File: src/rtl/depacketizer_vc_if.sv
// depacketizer_vc_if: flit input and reassembled-word output channels of depacketizer_vc.
// master = NoC/downstream side, slave = depacketizer side.
interface depacketizer_vc_if #(
  parameter int unsigned ADDRESS_WIDTH    = 4,
  parameter int unsigned VC_ADDRESS_WIDTH = 1,
  parameter int unsigned WIDTH_IN         = 36,
  parameter int unsigned WIDTH_OUT        = 64
) ();
  logic [WIDTH_IN-1:0]         data_in;
  logic                        valid_in;
  logic                        ready_out;
  logic [WIDTH_OUT-1:0]        data_out;
  logic [ADDRESS_WIDTH-1:0]    dst_out;
  logic [VC_ADDRESS_WIDTH-1:0] vc_out;
  logic                        valid_out;
  logic                        ready_in;

  modport master (
    output data_in, valid_in, ready_in,
    input  ready_out, data_out, dst_out, vc_out, valid_out
  );

  modport slave (
    input  data_in, valid_in, ready_in,
    output ready_out, data_out, dst_out, vc_out, valid_out
  );
endinterface

File: src/rtl/depacketizer_vc.sv
// depacketizer_vc: reassembles head/body/tail NoC flits into one wide word tagged with dst/vc.
// Define DEPACKETIZER_VC_ERR_EN to add err_count, a saturating count of protocol errors.
module depacketizer_vc #(
  parameter int unsigned ADDRESS_WIDTH    = 4,
  parameter int unsigned VC_ADDRESS_WIDTH = 1,
  parameter int unsigned WIDTH_IN         = 36,
  parameter int unsigned WIDTH_OUT        = 64,
  parameter int unsigned MAX_FLITS        = 3
) (
  input  logic             clk,
  input  logic             rst_n,
  depacketizer_vc_if.slave bus
`ifdef DEPACKETIZER_VC_ERR_EN
  ,
  output logic [7:0]       err_count
`endif
);
  localparam int unsigned PH = WIDTH_IN - 3 - VC_ADDRESS_WIDTH - ADDRESS_WIDTH;
  localparam int unsigned PB = WIDTH_IN - 3 - VC_ADDRESS_WIDTH;
  localparam int unsigned CW = 3;

  localparam logic [1:0] IDLE = 2'd0;
  localparam logic [1:0] BODY = 2'd1;
  localparam logic [1:0] OUT  = 2'd2;

  logic [1:0]                  state, state_nxt;
  logic [WIDTH_OUT-1:0]        acc, acc_nxt;
  logic [CW-1:0]               cnt, cnt_nxt, cnt_inc;
  logic [ADDRESS_WIDTH-1:0]    dst_q, dst_nxt;
  logic [VC_ADDRESS_WIDTH-1:0] vc_q, vc_nxt;
  logic                        valid_q, ready_q;

  logic                        flit_take, is_head, is_tail;
  logic [VC_ADDRESS_WIDTH-1:0] f_vc;
  logic [ADDRESS_WIDTH-1:0]    f_dst;
  logic [PH-1:0]               f_ph;
  logic [PB-1:0]               f_pb;

  // Flit field decode; flits with the flit-valid bit clear are consumed but never taken.
  assign flit_take = bus.valid_in && ready_q && bus.data_in[WIDTH_IN-1];
  assign is_head   = bus.data_in[WIDTH_IN-2];
  assign is_tail   = bus.data_in[WIDTH_IN-3];
  assign f_vc      = bus.data_in[WIDTH_IN-4 -: VC_ADDRESS_WIDTH];
  assign f_dst     = bus.data_in[WIDTH_IN-4-VC_ADDRESS_WIDTH -: ADDRESS_WIDTH];
  assign f_ph      = bus.data_in[PH-1:0];
  assign f_pb      = bus.data_in[PB-1:0];
  assign cnt_inc   = cnt + CW'(1);

  // State register
  always_ff @(posedge clk or negedge rst_n) begin
    if (!rst_n) state <= IDLE;
    else        state <= state_nxt;
  end

  // Next-state and datapath update
  always_comb begin
    state_nxt = state;
    acc_nxt   = acc;
    cnt_nxt   = cnt;
    dst_nxt   = dst_q;
    vc_nxt    = vc_q;
    unique case (state)
      IDLE, BODY: begin
        if (flit_take) begin
          if (is_head) begin
            // A head always (re)starts a packet, discarding any partial one.
            acc_nxt   = WIDTH_OUT'(f_ph);
            dst_nxt   = f_dst;
            vc_nxt    = f_vc;
            cnt_nxt   = CW'(1);
            state_nxt = (is_tail || MAX_FLITS == 1) ? OUT : BODY;
          end else if (state == BODY) begin
            acc_nxt = (acc << PB) | WIDTH_OUT'(f_pb);
            cnt_nxt = cnt_inc;
            if (is_tail || cnt_inc == CW'(MAX_FLITS)) state_nxt = OUT;
          end
        end
      end
      OUT: begin
        if (valid_q && bus.ready_in) begin
          state_nxt = IDLE;
          cnt_nxt   = '0;
        end
      end
      default: state_nxt = IDLE;
    endcase
  end

  // Registered datapath and handshake outputs
  always_ff @(posedge clk or negedge rst_n) begin
    if (!rst_n) begin
      acc     <= '0;
      cnt     <= '0;
      dst_q   <= '0;
      vc_q    <= '0;
      valid_q <= 1'b0;
      ready_q <= 1'b1;
    end else begin
      acc     <= acc_nxt;
      cnt     <= cnt_nxt;
      dst_q   <= dst_nxt;
      vc_q    <= vc_nxt;
      valid_q <= (state_nxt == OUT);
      ready_q <= (state_nxt != OUT);
    end
  end

  assign bus.ready_out = ready_q;
  assign bus.valid_out = valid_q;
  assign bus.data_out  = acc;
  assign bus.dst_out   = dst_q;
  assign bus.vc_out    = vc_q;

`ifdef DEPACKETIZER_VC_ERR_EN
  logic err_inc;

  // Error events: stray body flit, restarted packet, or forced termination without tail.
  always_comb begin
    err_inc = 1'b0;
    if (flit_take) begin
      if (state == IDLE)      err_inc = !is_head || (MAX_FLITS == 1 && !is_tail);
      else if (state == BODY) err_inc = is_head || (!is_tail && cnt_inc == CW'(MAX_FLITS));
    end
  end

  always_ff @(posedge clk or negedge rst_n) begin
    if (!rst_n)                               err_count <= '0;
    else if (err_inc && err_count != 8'hFF)   err_count <= err_count + 8'd1;
  end
`endif
endmodule

File: src/flat_wrapper.sv
// flat-port wrapper written by rule: the top's interface ports become plain ports
module depacketizer_vc_flat 
#(
  parameter int unsigned ADDRESS_WIDTH    = 4,
  parameter int unsigned VC_ADDRESS_WIDTH = 1,
  parameter int unsigned WIDTH_IN         = 36,
  parameter int unsigned WIDTH_OUT        = 64,
  parameter int unsigned MAX_FLITS        = 3
)
  (clk, rst_n, bus_data_in, bus_valid_in, bus_ready_in, bus_ready_out, bus_data_out, bus_dst_out, bus_vc_out, bus_valid_out);
  depacketizer_vc_if #(.ADDRESS_WIDTH(ADDRESS_WIDTH), .VC_ADDRESS_WIDTH(VC_ADDRESS_WIDTH), .WIDTH_IN(WIDTH_IN), .WIDTH_OUT(WIDTH_OUT)) bus_i ();
  input  logic clk;
  input  logic rst_n;
  input wire logic [$bits(bus_i.data_in)-1:0] bus_data_in;
  input wire logic [$bits(bus_i.valid_in)-1:0] bus_valid_in;
  input wire logic [$bits(bus_i.ready_in)-1:0] bus_ready_in;
  output wire logic [$bits(bus_i.ready_out)-1:0] bus_ready_out;
  output wire logic [$bits(bus_i.data_out)-1:0] bus_data_out;
  output wire logic [$bits(bus_i.dst_out)-1:0] bus_dst_out;
  output wire logic [$bits(bus_i.vc_out)-1:0] bus_vc_out;
  output wire logic [$bits(bus_i.valid_out)-1:0] bus_valid_out;
  assign bus_i.data_in = bus_data_in;
  assign bus_i.valid_in = bus_valid_in;
  assign bus_i.ready_in = bus_ready_in;
  assign bus_ready_out = bus_i.ready_out;
  assign bus_data_out = bus_i.data_out;
  assign bus_dst_out = bus_i.dst_out;
  assign bus_vc_out = bus_i.vc_out;
  assign bus_valid_out = bus_i.valid_out;
  depacketizer_vc #(.ADDRESS_WIDTH(ADDRESS_WIDTH), .VC_ADDRESS_WIDTH(VC_ADDRESS_WIDTH), .WIDTH_IN(WIDTH_IN), .WIDTH_OUT(WIDTH_OUT), .MAX_FLITS(MAX_FLITS)) u_core (.clk(clk), .rst_n(rst_n), .bus(bus_i));
endmodule
File: config.mk
export PLATFORM = sky130hd
export DESIGN_NAME = depacketizer_vc_flat
export DESIGN_NICKNAME = d
export VERILOG_FILES = /design/src/rtl/depacketizer_vc_if.sv /design/src/rtl/depacketizer_vc.sv /design/src/flat_wrapper.sv
export SDC_FILE = /design/constraint.sdc
export NUM_CORES = 1
export LEC_CHECK = 0
export BUFFER_PORTS_ARGS = -buffer_cell sky130_fd_sc_hd__buf_2
export CAP_MARGIN = 20
export CORE_ASPECT_RATIO = 1.1
export CORE_UTILIZATION = 45
export DETAILED_ROUTE_END_ITERATION = 16
export HOLD_SLACK_MARGIN = 0.08
export PLACE_DENSITY = 0.71
export SYNTH_ARGS = -nofsm -noshare
export SYNTH_HDL_FRONTEND = slang
export SYNTH_SLANG_ARGS = --single-unit
File: constraint.sdc
create_clock -name clk -period 3.9 [get_ports clk]
set_clock_uncertainty 0.2 [all_clocks]
set_input_delay 0.195 -clock clk [delete_from_list [all_inputs] [get_ports clk]]
set_output_delay 0.195 -clock clk [all_outputs]
set_load 0.01 [all_outputs]
==> results.md, run 1 <==
- CTS root buffer: clkbuf_8
- Slew HR: 38.00%
- Synth Register Bits: 76
- Max Buffers Root-to-Sink: 2
- Clk slew on worst S/H paths: 0.07 ns
- Detailed placement HPWL: 3.751 mm
- Initial Utilization: 46.57%
- Final Power: 3.167 mW
- Crit path capture type: flop
- PD cells: 773.6 nW/um^2
- Slew Limit Fails: 0
- Run status: finished, final reports clean
- GR Overflow Total: 0
- Area grow syn2layout: 42.82%
- Highest Clock Rate: 397.2 MHz
- Post-Syn Nets: 231
- Setup violators final: 0
- Final worst path period need: 2.518 ns
- CP startpoint: bus_data_in[34]
- Commonest non-fill, non-tap cell in the layout: buf_2
- Met3 Use GR: 4.894%
- Routed len/inst: 14.48 um
- Vias per inst: 5.059
- Combinational Power Share: 35.1%
- Reg area: 1903 um^2
- Worst Hold Class: reg2reg
- Hold Fails Final Rpt: 0
- Critical Path Fanout Max: 37
- Setup_tns: 0 ns
- Sinks on Clock Net: 76
- First-pass GRT wire length: 10.07 mm
- Drt pass-1 iters: 4
- Skew-Pair Late Insertion Delay: 0.34 ns
- Layout cells sized above 1: 46.82%
- P_leak: 2.094 nW
- P_int: 2.124 mW
- # DRC: 0
- Sw power: 1.043 mW
- Final ANT Viol Nets: 0
- Syn Inst Count: 189
- DR iter-0 viols: 55
- Core ar.: 6156 um^2
- Routed wire length: 6.169 mm
- Largest net degree at the start of global routing: 77
- Crit path kind: in2reg
- I/O pins: 111
- Layout fillers: 476
- Clock power frac: 19.8%
- Peak VDD IR: 0.4051 mV
- Final period util: 64.56%
- WP data required: 3.92 ns
- Commonest cells after routing, fill and taps aside: buf_2, dfrtp_1, dlygate4sd3_1
- CTS tree: done
- Cts repair resizes: 0
- Vias in the first global route: 2160
- Fin util: 66.50%
- Post-Syn Area: 2866 um^2
- Final setup margin: 1.382 ns
- RSZ-0062 raised after global routing: false
- Met1 Use GR: 25.41%
- CTS Buf Count: 9
- Slew @ Worst Pin: 0.9299 ns
- Die area: 6694 um^2
- Rows: 30
- Tot GR Track Use: 19.66%
- Die height: 85.71 um
- Postcts setup bufs: 0
- Via count: 2155
- Worst hold start: u_core.bus.data_out[22]$_DFFE_PN0P_
- Routability Congestion: 0.7039
- Synthesis Warnings: 0
- Cell variety after synth: 30
- Syn_area_per_cell: 15.17 um^2
- Reg2reg start: u_core.state[0]$_DFF_PN0_
- Switch share: 32.93%
- Part of the power in registers: 45.1%
- Multi-input logic area: 893.4 um^2
- Total of max-cap violations: 0
- M2 GR Usage: 31.18%
- IO Port Bufs: 110
- CP arrival: 2.53 ns
- Post-synthesis sequential area ratio: 66.39%
- Critical path launch point type: input pin
- H-tree level count: 3
- GR peak layer: met2
- Hold Buf Count CTS: 40
- Initial antenna violation count: 0
- Final #Nets: 383
- Antenna diodes: 0
- Post-Place Worst Slack: 1.483 ns
- Die width: 78.10 um
## cell type report
class / instances / area share [%]
Timing Repair Buffer: 152 / 23.66
Tap cell: 80 / 2.445
Clock buffer: 11 / 3.209
Multi-Input combinational cell: 97 / 21.82
Sequential cell: 76 / 46.49
Inverter: 5 / 0.4584
Clock inverter: 5 / 1.925
## cells in the mapped netlist
library cell | number | area share (%)
mux2_2 | 33 | 13
dfstp_2 | 1 | 0.92
clkbuf_1 | 1 | 0.13
nand4b_1 | 1 | 0.31
buf_4 | 2 | 0.52
or3_1 | 1 | 0.22
inv_1 | 5 | 0.65
o21ai_0 | 2 | 0.35
or2_2 | 1 | 0.22
o21a_1 | 1 | 0.26
nand3_1 | 1 | 0.17
nand3b_1 | 1 | 0.26
ha_1 | 2 | 0.87
nor3_1 | 1 | 0.17
o21ai_2 | 1 | 0.31
o31a_1 | 1 | 0.31
o211ai_1 | 1 | 0.26
buf_2 | 8 | 1.4
and3_1 | 1 | 0.22
dfrtp_1 | 75 | 65
and4_1 | 1 | 0.31
o22ai_1 | 1 | 0.22
a22o_1 | 36 | 11
nand2_1 | 5 | 0.65
nor3b_1 | 1 | 0.26
xor2_1 | 1 | 0.31
mux2i_1 | 1 | 0.35
and4b_1 | 1 | 0.35
a311o_1 | 1 | 0.35
a31oi_1 | 1 | 0.22
## state kept, by name, summed over array words and instances (netlist names)
register              flops
u_core.bus.data_out      64
u_core.bus.dst_out        4
u_core.bus.ready_out      1
u_core.bus.valid_out      1
u_core.bus.vc_out         1
u_core.cnt                3
u_core.state              2
## power by group through the flow
stage	registers, mW	logic (mW)	clock network, mW
final	1.43	1.11	0.627
after global routing	1.48	1.21	0.680
after CTS	1.43	1.12	0.645
after detailed placement	1.43	1.09	0
after global placement	1.43	1.06	0
after floorplan	1.58	0.451	0
## worst max-delay path, cell delays in order
cell and delay [ns]:
dlygate4sd3_1 0.55, buf_2 0.16, o21ai_4 0.70, buf_4 0.50, mux2_2 0.39
## routing by layer
layer	vias to the layer above	wire length [um]
li1	1007	-
met1	1057	2698
met2	84	2995
met3	7	391
met4	0	84
met5	-	0
## final timing paths
check	endpoint	slack, ns	cells past startpoint
max in group asynchronous	u_core.bus.data_out[43]$_DFFE_PN0P_	2.56	2
worst max register to register	u_core.bus.data_out[2]$_DFFE_PN0P_	1.48	3
worst min-delay path	u_core.bus.data_out[54]$_DFFE_PN0P_	0.30	1
min in group asynchronous	u_core.state[0]$_DFF_PN0_	0.35	2
worst min register to register	u_core.bus.data_out[54]$_DFFE_PN0P_	0.30	1
worst max-delay path	u_core.bus.data_out[2]$_DFFE_PN0P_	1.38	5
## logic make-up (layout without fill, tap and decap cells)
logic type	count (synthesis)	count (layout)	share of synthesized area, %
DFF	76	76	66.39
adders and majority gates	2	2	0.8728
buffers and inverters	16	173	2.706
and+or+nand+nor	15	15	3.143
xor gates and xnor gates	1	1	0.3056
muxes	34	34	13.31
AOI/OAI and AO/OA	45	45	13.27
## metrics by stage
step / hold slack [ns] / std cells / cell area [um^2]
after global placement: 0.1981 / 370 / 3483
after floorplan: -0.3006 / 189 / 2867
after CTS: 0.3042 / 426 / 4094
after detailed placement: 0.1968 / 370 / 3483
final: 0.3017 / 426 / 4094
after global routing: 0.3164 / 426 / 4094
(Power assumes the default switching activity.)
==> inputs of run 2 (changes only) <==
==> constraint.sdc (replaced) <==
create_clock -name clk -period 2.5 [get_ports clk]
set_clock_uncertainty 0.2 [all_clocks]
set_input_delay 0.125 -clock clk [delete_from_list [all_inputs] [get_ports clk]]
set_output_delay 0.125 -clock clk [all_outputs]
set_load 0.01 [all_outputs]
==> results.md, run 2 (synthesis gave the netlist of run 1 again) <==
- Setup_tns: 0 ns
- Final #Nets: 384
- CTS Buf Count: 9
- Layout cells sized above 1: 47.26%
- Commonest non-fill, non-tap cell in the layout: buf_2
- Area grow syn2layout: 44.04%
- Via count: 2140
- Slew @ Worst Pin: 0.9369 ns
- Post-route non-filler standard cell count: 427
- IO Port Bufs: 110
- CP arrival: 2.12 ns
- Postcts setup bufs: 0
- Routed len/inst: 14.15 um
- Critical Path, Cell by Cell: dlygate4sd3_1 > buf_2 > o21ai_4 > buf_12 > mux2_2
- Initial antenna violation count: 0
- WP data required: 2.51 ns
- Initial Utilization: 46.57%
- CP max stage cell: o21ai_4
- Met2 wire len: 2.921 mm
- Run status: finished, final reports clean
- Die height: 85.71 um
- Total of max-cap violations: 0
- # DRC: 0
- Cts repair resizes: 0
- Drt pass-1 iters: 4
- Met3 routed WL: 351 um
- Max reg flops: 64
- Tot GR Track Use: 19.37%
- H-tree level count: 3
- Sinks on Clock Net: 76
- Slew HR: 37.54%
- RSZ-0062 raised after global routing: false
- Routability Congestion: 0.7376
- Detailed placement HPWL: 3.788 mm
- Commonest cells after routing, fill and taps aside: buf_2, dfrtp_1, dlygate4sd3_1
- Rows: 30
- Slew Limit Fails: 0
- R2R cell count: 3
- Routed wire length: 6.043 mm
- Critical path launch point type: input pin
- DP Area: 3511 um^2
- Metal1 wirelength: 2.677 mm
- Clk slew on worst S/H paths: 0.07 ns
- Hold Fails Final Rpt: 0
- CTS tree: done
- CTS root buffer: clkbuf_8
- PD cells: 1211 nW/um^2
- Highest Clock Rate: 474.7 MHz
- I/O pins: 111
- Peak VDD IR: 0.6761 mV
- Crit path capture type: flop
- Hold Crit Depth: 5
- Placed cells: 372
- Final worst path period need: 2.107 ns
- Layout fillers: 480
- P_leak: 2.112 nW
- Final instance area: 4129 um^2
- Final period util: 84.27%
- Final ANT Viol Nets: 0
- Die width: 78.10 um
- Crit path kind: in2reg
- Worst Hold Class: in2reg
- DR iter-0 viols: 84
- Max Buffers Root-to-Sink: 2
- Critical Path Fanout Max: 37
- Vias in the first global route: 2195
- Core ar.: 6156 um^2
- GR Overflow Total: 0
- Vias per inst: 5.012
- Slowest cell delay on critical path: 0.63 ns
- Skew-Pair Late Insertion Delay: 0.33 ns
- Largest net degree at the start of global routing: 77
- Die area: 6694 um^2
- Antenna diodes: 0
- Final Power: 4.999 mW
- Setup violators final: 0
- Min Hold Slack: 0.2348 ns
- Highest metal used: met4
- First-pass GRT wire length: 10.07 mm
- Setup slack, reg-to-reg: 0.43 ns
## run 2: cell types whose count changed in the layout (fill, tap and decap cells not counted)
cell / previous run / this run
clkbuf_8: 9 / 11
clkinv_2: 2 / 0
buf_12: 0 / 1
buf_4: 3 / 4
dlygate4sd3_1: 40 / 39
## run 2: cell type report
class,instances,area [um^2],area share (%)
flip-flops and latches,76,1903,46.09
inverters,5,18.77,0.4545
well taps,80,100.1,2.424
repair buffers,153,985.9,23.88
multi-input cells,97,893.4,21.64
clock buffers,13,158.9,3.848
clock inverters,3,68.82,1.667
## run 2: worst paths after layout
check	to	start
setup / recovery	u_core.bus.data_out[6]$_DFFE_PN0P_	bus_data_in[34]
hold / removal	u_core.bus.vc_out$_DFFE_PN0P_	bus_valid_in
setup reg to reg	u_core.bus.data_out[6]$_DFFE_PN0P_	u_core.state[0]$_DFF_PN0_
hold reg to reg	u_core.bus.data_out[61]$_DFFE_PN0P_	u_core.bus.data_out[61]$_DFFE_PN0P_
max in group asynchronous	u_core.bus.data_out[32]$_DFFE_PN0P_	rst_n
min in group asynchronous	u_core.bus.data_out[30]$_DFFE_PN0P_	rst_n
## run 2: per-stage QoR
step	utilization, %	setup slack [ns]
final	67.07	0.3933
after global routing	67.07	0.3061
after CTS	67.07	0.4127
after detailed placement	57.03	0.4334
after global placement	57.03	0.4620
after floorplan	-	0.7487
## run 2: critical path: cells and delay by family
kind                   cells  cell delay (ns)
AOI/OAI and AO/OA          1             0.63
buffers and inverters      3             1.00
muxes                      1             0.36
## run 2: where the power goes
group	total (mW)	leakage, nW	switching (mW)	internal [mW]
registers	2.22	0.960	0.397	1.82
clock network	1.03	0.114	0.414	0.620
logic	1.74	1.04	0.803	0.941
## run 2: layer usage
metal,vias to the layer above,track usage [%]
met2,83,33.01
met1,1042,23.43
li1,1005,-
met4,0,8.586
met5,-,0
met3,10,4.574
## run 2: repair_timing
action                                  4_1_cts  5_1_grt
hold endpoints to repair                    117        0
endpoints found under the setup margin        0        0
hold buffers                                 39        0
==> inputs of run 3 (changes only) <==
--- a/config.mk
+++ b/config.mk
@@ -5,13 +5,14 @@
 export SDC_FILE = /design/constraint.sdc
 export NUM_CORES = 1
 export LEC_CHECK = 0
+export ABC_AREA = 1
 export BUFFER_PORTS_ARGS = -buffer_cell sky130_fd_sc_hd__buf_2
 export CAP_MARGIN = 20
 export CORE_ASPECT_RATIO = 1.1
 export CORE_UTILIZATION = 45
 export DETAILED_ROUTE_END_ITERATION = 16
 export HOLD_SLACK_MARGIN = 0.08
-export PLACE_DENSITY = 0.71
+export PLACE_DENSITY = 0.72
 export SYNTH_ARGS = -nofsm -noshare
 export SYNTH_HDL_FRONTEND = slang
 export SYNTH_SLANG_ARGS = --single-unit
==> constraint.sdc (replaced) <==
create_clock -name clk -period 1.8 [get_ports clk]
set_clock_uncertainty 0.2 [all_clocks]
set_input_delay 0.09 -clock clk [delete_from_list [all_inputs] [get_ports clk]]
set_output_delay 0.09 -clock clk [all_outputs]
set_load 0.01 [all_outputs]
==> results.md, run 3 <==
- Ys flop type: dfrtp_1
- Post-synth top area share: 59.86%
- Post-Syn Area: 3136 um^2
- Post-Syn Nets: 358
- Largest net degree at the start of global routing: 38
- Final instance area: 4423 um^2
- Routability Congestion: 0.7396
- CTS root buffer: clkbuf_8
- Main combinational cell family by area after synthesis: compound AO/OA/AOI/OAI gates
- Area grow syn2layout: 41.06%
- Post-synthesis xor/xnor area fraction: 0%
- Cell variety after synth: 22
- CTS tree: done
- Post-synthesis sequential area ratio: 60.69%
- GR peak layer: met2
- Max reg flops: 64
- M2 GR Usage: 34.62%
- Hold Fails Final Rpt: 0
- Core ar.: 6671 um^2
- CTS Buf Count: 9
- Min Hold Slack: 0.2836 ns
- Worst Hold Class: reg2reg
- Critical Path Fanout Max: 16
- Max Buffers Root-to-Sink: 2
- Tot GR Track Use: 20.17%
- Peak VDD IR: 0.8294 mV
- WP data required: 1.85 ns
- Run status: finished, final reports clean
- I/O pins: 111
- Crit path capture type: flop
- Crit path kind: reg2reg
- Slew @ Worst Pin: 0.3896 ns
- Initial antenna violation count: 0
- Die height: 89.55 um
- P_leak: 2.357 nW
- Via count: 2627
- Met3 Use GR: 5.204%
- Detailed placement HPWL: 4.646 mm
- Syn Inst Count: 316
- Vias in the first global route: 2431
- Placed cells: 502
- IO Port Bufs: 110
- H-tree level count: 3
- Final worst path period need: 1.690 ns
- Simple-gate share of the synthesized area: 14.76%
- Clk slew on worst S/H paths: 0.08 ns
- Number of synthesized flops with an enable pin: 0
- Syn_area_per_cell: 9.922 um^2
- PD cells: 1497 nW/um^2
- Most common cell in the netlist: dfrtp_1
- Die area: 7306 um^2
- Synthesis Warnings: 0
- Drt pass-1 iters: 4
- Vias per inst: 4.708
- Commonest non-fill, non-tap cell in the layout: buf_2
- # DRC: 0
- Synth top area cells: dfrtp_1, a21oi_2, nand2_1
- Slew Limit Fails: 0
- DP Area: 3797 um^2
- First-pass GRT wire length: 10.84 mm
- Routed wire length: 6.954 mm
- CP arrival: 1.74 ns
- Rows: 31
- Routed len/inst: 12.46 um
- Antenna diodes: 0
- Skew-Pair Late Insertion Delay: 0.34 ns
- Final #Nets: 513
- Commonest cells after routing, fill and taps aside: buf_2, dfrtp_1, nand2_1
- GR Overflow Total: 0
- Die width: 81.59 um
- Proportion of synthesized area in mux cells: 0%
- Synth async-reset ratio: 100.0%
- Total of max-cap violations: 0
- Top cells by count, synth: dfrtp_1, nand2_1, inv_1, nor2_1, o21ai_0
- Final period util: 93.91%
- Initial Utilization: 47.00%
- Cell taking the most area after synthesis: dfrtp_1
- RSZ-0062 raised after global routing: true
- Sinks on Clock Net: 76
- Synth Register Bits: 76
- Slew HR: 73.75%
- Setup violators final: 0
- Synth Area in Adders: 0.7981%
- Highest Clock Rate: 591.6 MHz
- Fin util: 66.30%
- DR iter-0 viols: 85
- Layout cells sized above 1: 36.13%
- Final ANT Viol Nets: 0
- Post-route non-filler standard cell count: 558
- Critical path launch point type: flop
- Postcts setup bufs: 0
- Met1 Use GR: 23.52%
- Final Power: 6.619 mW
- Post-synthesis compound-gate area fraction: 15.28%
## run 3: changes by cell type after synthesis, sizes merged, moves of 2 or more
| cell | delta |
|---|---|
| buf | +2 |
| nor2 | +36 |
| nand2 | +58 |
| inv | +36 |
| o21ai | +40 |
| a22o | -36 |
| a21oi | +31 |
| mux2 | -33 |
| nand3 | +8 |
## run 3: cell families (layout without fill, tap and decap cells)
logic type / Yosys count / after routing
AOI/OAI and AO/OA: 74 / 74
adders and majority gates: 2 / 2
buffers and inverters: 55 / 215
DFF: 76 / 76
and+or+nand+nor: 109 / 109
## run 3: timing repair
item,CTS,global route
endpoints found under the setup margin,0,1
gates resized for setup,0,0
hold buffers,40,0
hold endpoints to repair,124,0
## run 3: area by class of cell
class	instances	area, um^2
Clock buffer	11	141.4
Tap cell	82	102.6
Multi-Input combinational cell	185	974.7
Sequential cell	76	1903
Inverter	41	153.9
Timing Repair Buffer	158	1064
Fill cell	543	2248
Clock inverter	5	83.83
## run 3: routing by layer
metal | share of wire (%) | up-vias
met5 | 0 | -
met2 | 49 | 76
met4 | 1.5 | 0
met3 | 5.6 | 10
li1 | - | 1303
met1 | 44 | 1238
## run 3: worst paths after layout
kind | start | end | slack, ns | cells past startpoint
min reg2reg | u_core.bus.data_out[49]$_DFFE_PN0P_ | u_core.bus.data_out[49]$_DFFE_PN0P_ | 0.28 | 2
min in group asynchronous | rst_n | u_core.bus.vc_out$_DFFE_PN0P_ | 0.55 | 3
max | u_core.bus.ready_out$_DFF_PN1_ | u_core.bus.data_out[32]$_DFFE_PN0P_ | 0.11 | 5
min | u_core.bus.data_out[49]$_DFFE_PN0P_ | u_core.bus.data_out[49]$_DFFE_PN0P_ | 0.28 | 2
max reg2reg | u_core.bus.ready_out$_DFF_PN1_ | u_core.bus.data_out[32]$_DFFE_PN0P_ | 0.11 | 5
max in group asynchronous | rst_n | u_core.bus.data_out[12]$_DFFE_PN0P_ | 0.34 | 4
## run 3: power breakdown
group / internal [mW] / total (mW) / switching (mW)
Clock: 0.824 / 1.45 / 0.631
Combinational: 1.01 / 2.41 / 1.40
Sequential: 2.37 / 2.76 / 0.391
## run 3: stage by stage
stage	setup TNS, ns	setup WS [ns]
5_1_grt	-0.008256	-0.008256
4_1_cts	0	0.09203
3_3_place_gp	0	0.1556
2_1_floorplan	0	0.1757
3_5_place_dp	0	0.1102
6_report	0	0.1096
## run 3: critical path: stages (launching register included)
cell	delay (ns)
dfstp_2	0.54
nand3_2	0.13
nor2_8	0.17
nand2_2	0.18
buf_12	0.20
o21ai_0	0.17
